--- src/rtl/program_loader.sv ---
// program_loader: streams a count-prefixed program into instruction memory
// and holds the CPU in reset until the load completes. Checksum byte: PROGRAM_LOADER_CHECKSUM_EN.
module program_loader #(
    parameter int ADDR_W = 5,
    parameter int DEPTH  = 32
) (
    input  logic              clock,
    input  logic              reset,
    input  logic              start,
    input  logic              in_valid,
    input  logic [7:0]        in_data,
    output logic              in_ready,
    output logic [ADDR_W-1:0] mem_addr,
    output logic [15:0]       mem_data,
    output logic              mem_wr,
    output logic              cpu_hold,
    output logic              done,
    output logic              err,
    output logic [5:0]        word_cnt
);

    typedef enum logic [2:0] {
        S_IDLE,
        S_COUNT,
        S_HI,
        S_LO,
`ifdef PROGRAM_LOADER_CHECKSUM_EN
        S_CHECK,
`endif
        S_DONE,
        S_ERROR
    } state_t;

    localparam logic [6:0] MAX_N = 7'(DEPTH);

    state_t            state;
    state_t            next;
    logic [ADDR_W-1:0] ptr;
    logic [5:0]        left;
    logic [7:0]        hi;
    logic              accept;
    logic              restart;
    logic              count_ok;
    logic              last;
`ifdef PROGRAM_LOADER_CHECKSUM_EN
    logic [7:0]        csum;
`endif

    assign accept   = in_valid & in_ready;
    assign count_ok = (in_data[7:6] == 2'b00) && (in_data[5:0] != 6'd0) &&
                      ({1'b0, in_data[5:0]} <= MAX_N);
    assign last     = (left == 6'd1);

    // State register
    always_ff @(posedge clock or negedge reset) begin
        if (!reset) state <= S_IDLE;
        else        state <= next;
    end

    // Next-state and state-decoded outputs
    always_comb begin
        next     = state;
        in_ready = 1'b0;
        done     = 1'b0;
        err      = 1'b0;
        cpu_hold = 1'b1;
        restart  = 1'b0;
        unique case (state)
            S_IDLE: begin
                restart = start;
                if (start) next = S_COUNT;
            end
            S_COUNT: begin
                in_ready = 1'b1;
                if (accept) next = count_ok ? S_HI : S_ERROR;
            end
            S_HI: begin
                in_ready = 1'b1;
                if (accept) next = S_LO;
            end
            S_LO: begin
                in_ready = 1'b1;
`ifdef PROGRAM_LOADER_CHECKSUM_EN
                if (accept) next = last ? S_CHECK : S_HI;
`else
                if (accept) next = last ? S_DONE : S_HI;
`endif
            end
`ifdef PROGRAM_LOADER_CHECKSUM_EN
            S_CHECK: begin
                in_ready = 1'b1;
                if (accept) next = (in_data == csum) ? S_DONE : S_ERROR;
            end
`endif
            S_DONE: begin
                done     = 1'b1;
                cpu_hold = 1'b0;
                restart  = start;
                if (start) next = S_COUNT;
            end
            S_ERROR: begin
                err     = 1'b1;
                restart = start;
                if (start) next = S_COUNT;
            end
            default: next = S_IDLE;
        endcase
    end

    // Byte capture, word assembly and memory write issue
    always_ff @(posedge clock or negedge reset) begin
        if (!reset) begin
            ptr      <= '0;
            left     <= '0;
            hi       <= '0;
            mem_addr <= '0;
            mem_data <= '0;
            mem_wr   <= 1'b0;
            word_cnt <= '0;
`ifdef PROGRAM_LOADER_CHECKSUM_EN
            csum     <= '0;
`endif
        end else begin
            mem_wr <= 1'b0;
            if (restart) begin
                ptr      <= '0;
                word_cnt <= '0;
            end
            if (accept) begin
                unique case (state)
                    S_COUNT: begin
                        left <= in_data[5:0];
`ifdef PROGRAM_LOADER_CHECKSUM_EN
                        csum <= in_data;
`endif
                    end
                    S_HI: begin
                        hi <= in_data;
`ifdef PROGRAM_LOADER_CHECKSUM_EN
                        csum <= csum ^ in_data;
`endif
                    end
                    S_LO: begin
                        mem_wr   <= 1'b1;
                        mem_addr <= ptr;
                        mem_data <= {hi, in_data};
                        ptr      <= ptr + ADDR_W'(1);
                        left     <= left - 6'd1;
                        word_cnt <= word_cnt + 6'd1;
`ifdef PROGRAM_LOADER_CHECKSUM_EN
                        csum <= csum ^ in_data;
`endif
                    end
                    default: ;
                endcase
            end
        end
    end

endmodule
--- config.mk ---
export PLATFORM = sky130hd
export DESIGN_NAME = program_loader
export DESIGN_NICKNAME = d
export VERILOG_FILES = /design/src/rtl/program_loader.sv
export SDC_FILE = /design/constraint.sdc
export NUM_CORES = 1
export LEC_CHECK = 0
export ABC_AREA = 1
export CORE_ASPECT_RATIO = 1.2
export CORE_MARGIN = 3
export CORE_UTILIZATION = 46
export DETAILED_ROUTE_END_ITERATION = 16
export GPL_TIMING_DRIVEN = 0
export PLACE_DENSITY = 0.75
export SLEW_MARGIN = 20
export SYNTH_ARGS = -nofsm -noshare
export SYNTH_HDL_FRONTEND = slang
export SYNTH_SLANG_ARGS = --single-unit
--- constraint.sdc ---
create_clock -name clock -period 1.35 [get_ports clock]
set_clock_uncertainty 0.2 [all_clocks]
set_input_delay 0.27 -clock clock [delete_from_list [all_inputs] [get_ports clock]]
set_output_delay 0.27 -clock clock [all_outputs]
set_load 0.02 [all_outputs]
* Yosys cells after proc, flatten, opt, wreduce, memory -nomap -nowiden *
Cells that the tools add are included.

word-level totals
  flip-flop bits (word level) = 50
  input bits = 12
  output and inout port bits = 32
  logic and storage cells = 56

cells by class
  add/subtract/negate cells = 3
  $lt $le $gt $ge = 1
  equal/unequal tests = 10
  mux-type cells = 21
  bitwise logic cells = 1
  reductions and logical operators = 12

operator list
  operator               count
  $mux W3                6
  $mux W6                3
  $mux W5                3
  $pmux W3 S4            1
  $pmux W6 S2            1
  $mux W1                7
  $add A6 B1 Y6 const B  1
  $eq A3 B2 Y1 const B   2
  $eq A3 B3 Y1 const B   2
  $eq A6 B1 Y1 const B   1
  $le A6 B6 Y1 const B   1
  $ne A2 B2 Y1 const B   3
  $reduce_and A2 Y1      3
  $reduce_bool A6 Y1     1
  $reduce_or A3 Y1       2
  $sub A6 B1 Y6 const B  1
  $add A5 B1 Y5 const B  1
  $reduce_and A4 Y1      1
  $eq A3 B1 Y1 const B   1
  $logic_not A3 Y1       1
  $logic_and A1 B1 Y1    2
  $logic_not A2 Y1       1
  $ne A2 B1 Y1 const B   1
  $reduce_bool A2 Y1     1
  $and A1 B1 Y1          1

* Logic depth before layout (Yosys ltp) *
  depth in word-level cells = 6
  mapped depth = 8
  gate-level depth less buffers = 8

* Least setup slack after synthesis *
Ideal clock, no wire load.

  path kind = register -> output
  start = register state[1]
  end = output cpu_hold
  arrival time = 1.165 ns
  data required time = 0.880 ns
  slack = -0.285 ns
  cell stages (with the launch flop) = 5
  path buffers = 0
  cells stage by stage = dfrtp_1 inv_2 nand2_1 nor2_1 inv_1

on the way
  longest elaborated chain between the ends = 2

RTL lines
  item                      RTL line  source
  start: declaration        36        state_t state;
  start signal: assignment  57        else state <= next;
  $eq A3 B3 Y1              68        unique case (state)
  $mux W1                   68
  end: declaration          16        output logic cpu_hold,

Every way passes these cells.

* Worst setup path after layout *
  start = register state[2]
  end = output cpu_hold

The elaborated chain is that of the path after synthesis.

==> run summary <==
Placed cell count = 367
Vias in the first global route = 1948
WS Path Type = flop to output port
Status = complete, but fails checks
Core region area = 4730 um2
Path type of the worst min-delay path = input port to asynchronous set/reset pin
Crit path DAT = 1.20 ns
Routed wl met3 = 319 um
Failing checks = setup timing
Mux cell area share after synthesis = 0.00430
DPL Wire Length = 3.62 mm
Final hold violations = 0
Wirelength per Cell = 15.0 um
Max_cap viols = 0
TritonCTS Buffers = 5
Routed WL = 6.26 mm
Leading cell types in the layout, fill and taps excluded = nand2_1, dfrtp_1, buf_6
Final GP Congestion = 0.827
Data required time at the worst endpoint = 0.88 ns
Die Wd = 71.0 um
CP Capture Type = output port
Post-synth top flop = dfrtp_1
Cell mode on critical path = buf_6
EDFF count, synth = 0
R2r setup slk = -0.32 ns
Gr ovfl total = 0
First-pass GRT wire length = 9.07 mm
Final slew viol count = 0
Routed met1 length = 2.58 mm
Post-synthesis adder-cell area fraction = 0.0215
Largest family of logic cells by synthesized area = simple AND/OR/NAND/NOR gates
Post-synthesis compound-gate area fraction = 0.132
H-tree depth = 2
Initial antenna violation count = 0
Mapped Cells = 265
Max Used Layer = met4
Avg Cell Area, Syn = 8.79 um2
Final net count = 374
Ant. Diodes = 0
RSZ-0062 raised after global routing = yes
Syn Nets = 281
Via count = 2183
Share of post-route cells with drive strength above 1 = 0.415
Final setup margin = -0.319 ns
Post-route minimum period = 1.67 ns
Starting Density = 0.493
Largest net degree at the start of global routing = 29
Worst-path clk slew = 0.09 ns
PortBufs = 43
VDD IR-drop max = 0.00137 V
P_leak = 1.82 nW
Period utilization = 1.24
Vias per cell = 5.24
Root Driver = clkbuf_8
Synth async-reset ratio = 1.00
Power per cell area = 2180 nW/um2
Final setup viols = 55
Area Growth Syn to Fin = 51.4%
Detail Route Antenna Nets = 0
Simple-Gate Fraction of Synth Area = 0.216
Seq cells post-synth = 50
Number of synthesis warnings = 0
Worst hold slack = 0.219 ns
Sequential fraction of the synthesis area = 0.537
I/O pin count = 44
Met2 WL post-DR = 3.23 mm
DR iter-0 viols = 202
FP Rows = 27
Rel. slew slack = 0.680
TritonRoute pass-1 iters = 4
Final Non-Filler Cells = 417
Worst-margin pin slew = 0.479 ns
CP startpoint kind = flop
Worst-skew pair later-pin latency = 0.30 ns
CP peak stage delay = 0.47 ns
Die area = 5960 um2
Leading cell type in the layout, fill and taps excluded = nand2_1
CTS sink count = 50
CTS tree = yes
CP max-delay cell = dfrtp_2
Netlist cell types = 26
Mapped cell area = 2330 um2
Fmax = 599 MHz
Clk buf depth = 2
Total GRT Usage = 0.187
Die Ht = 84.0 um
Residual DRC count = 0
Post-synthesis xor/xnor area fraction = 0.0150
Crit-path cells = buf_6 > nand2_4 > nor2_4 > inv_2 > buf_6
Critical-path maximum fanout = 4
[where the power goes]
group / switching [mW] / internal, mW
combinational: 2.06 / 1.84
sequential: 0.440 / 2.05
clock: 0.502 / 0.790
[layer usage]
| metal | vias to the layer above | track usage |
|---|---|---|
| met5 | - | 0 |
| met2 | 71 | 0.314 |
| met4 | 0 | 0.0444 |
| met1 | 1066 | 0.245 |
| li1 | 1035 | - |
| met3 | 11 | 0.0386 |
[worst max-delay path: cells and delay by family (launching register included)]
family,cells,cell delay (ns)
simple gates,2,0.14
buf+inv,3,0.29
flops,1,0.47
[path summary, 6_finish.rpt]
| kind | from | depth (start not counted) | end |
|---|---|---|---|
| worst max register to register | state[2]$_DFFE_PN0P_ | 7 | mem_data[5]$_DFFE_PN0P_ |
| max in group asynchronous | reset | 3 | word_cnt[0]$_DFF_PN0_ |
| worst min register to register | mem_data[14]$_DFFE_PN0P_ | 2 | mem_data[14]$_DFFE_PN0P_ |
| min in group clock | mem_data[14]$_DFFE_PN0P_ | 2 | mem_data[14]$_DFFE_PN0P_ |
| worst max-delay path | state[2]$_DFFE_PN0P_ | 5 | cpu_hold |
| worst min-delay path | reset | 2 | mem_data[11]$_DFFE_PN0P_ |
[cell type report]
class / count / area (um2)
Timing Repair Buffer: 86 / 787
Clock inverter: 2 / 60.1
Multi-Input combinational cell: 177 / 1050
Tap cell: 58 / 72.6
Sequential cell: 50 / 1260
Fill cell: 332 / 1200
Clock buffer: 6 / 82.6
Inverter: 32 / 135
Buffer: 6 / 78.8
[flip-flops by register name, indices dropped and copies added, names as in the netlist]
name,count
mem_wr,1
mem_addr,5
mem_data,16
hi,8
word_cnt,6
state,3
left,6
ptr,5
[stage by stage]
| stage | util | instance area [um2] | power, mW | TNS (ns) | setup slack [ns] |
|---|---|---|---|---|---|
| after floorplan | - | 2370 | 4.18 | -1.54 | -0.0920 |
| after global placement | 0.607 | 2870 | 5.17 | -107.07 | -1.82 |
| after detailed placement | 0.610 | 2890 | 5.25 | -24.97 | -0.539 |
| after CTS | 0.645 | 3050 | 6.69 | -11.31 | -0.281 |
| after global routing | 0.746 | 3530 | 8.09 | -15.89 | -0.367 |
| final | 0.746 | 3530 | 7.68 | -13.00 | -0.319 |
[cell usage after synthesis (2+ instances only)]
master | instances | share of area
buf_2 | 2 | 0.0043
o21ai_2 | 8 | 0.030
nor2_1 | 15 | 0.024
o21ai_1 | 12 | 0.026
nand3_2 | 2 | 0.0086
nand2_2 | 2 | 0.0054
buf_6 | 3 | 0.014
nand4_1 | 2 | 0.0054
inv_1 | 29 | 0.047
nand2_1 | 79 | 0.13
inv_2 | 3 | 0.0048
nand3_1 | 12 | 0.026
a21oi_1 | 9 | 0.019
ha_1 | 4 | 0.021
xor2_1 | 4 | 0.015
o21ai_0 | 20 | 0.043
dfrtp_1 | 50 | 0.54
[what timing repair did]
item                                    4_1_cts  5_1_grt
endpoints found under the hold margin        22        0
pin swaps                                     5        5
gates resized for setup                     151       86
gates cloned                                  0        2
endpoints found under the setup margin       82       75
hold buffers                                  1        0
setup buffers                                14       25
[cells by family (layout without fill, tap and decap cells)]
family / count (synthesis) / in the layout
flops: 50 / 50
fa+ha+maj: 4 / 4
xor+xnor: 4 / 4
simple gates: 116 / 116
compound gates: 52 / 52
mux: 1 / 1
buf+inv: 38 / 132
Note: power is estimated with default switching activity, not from simulation.
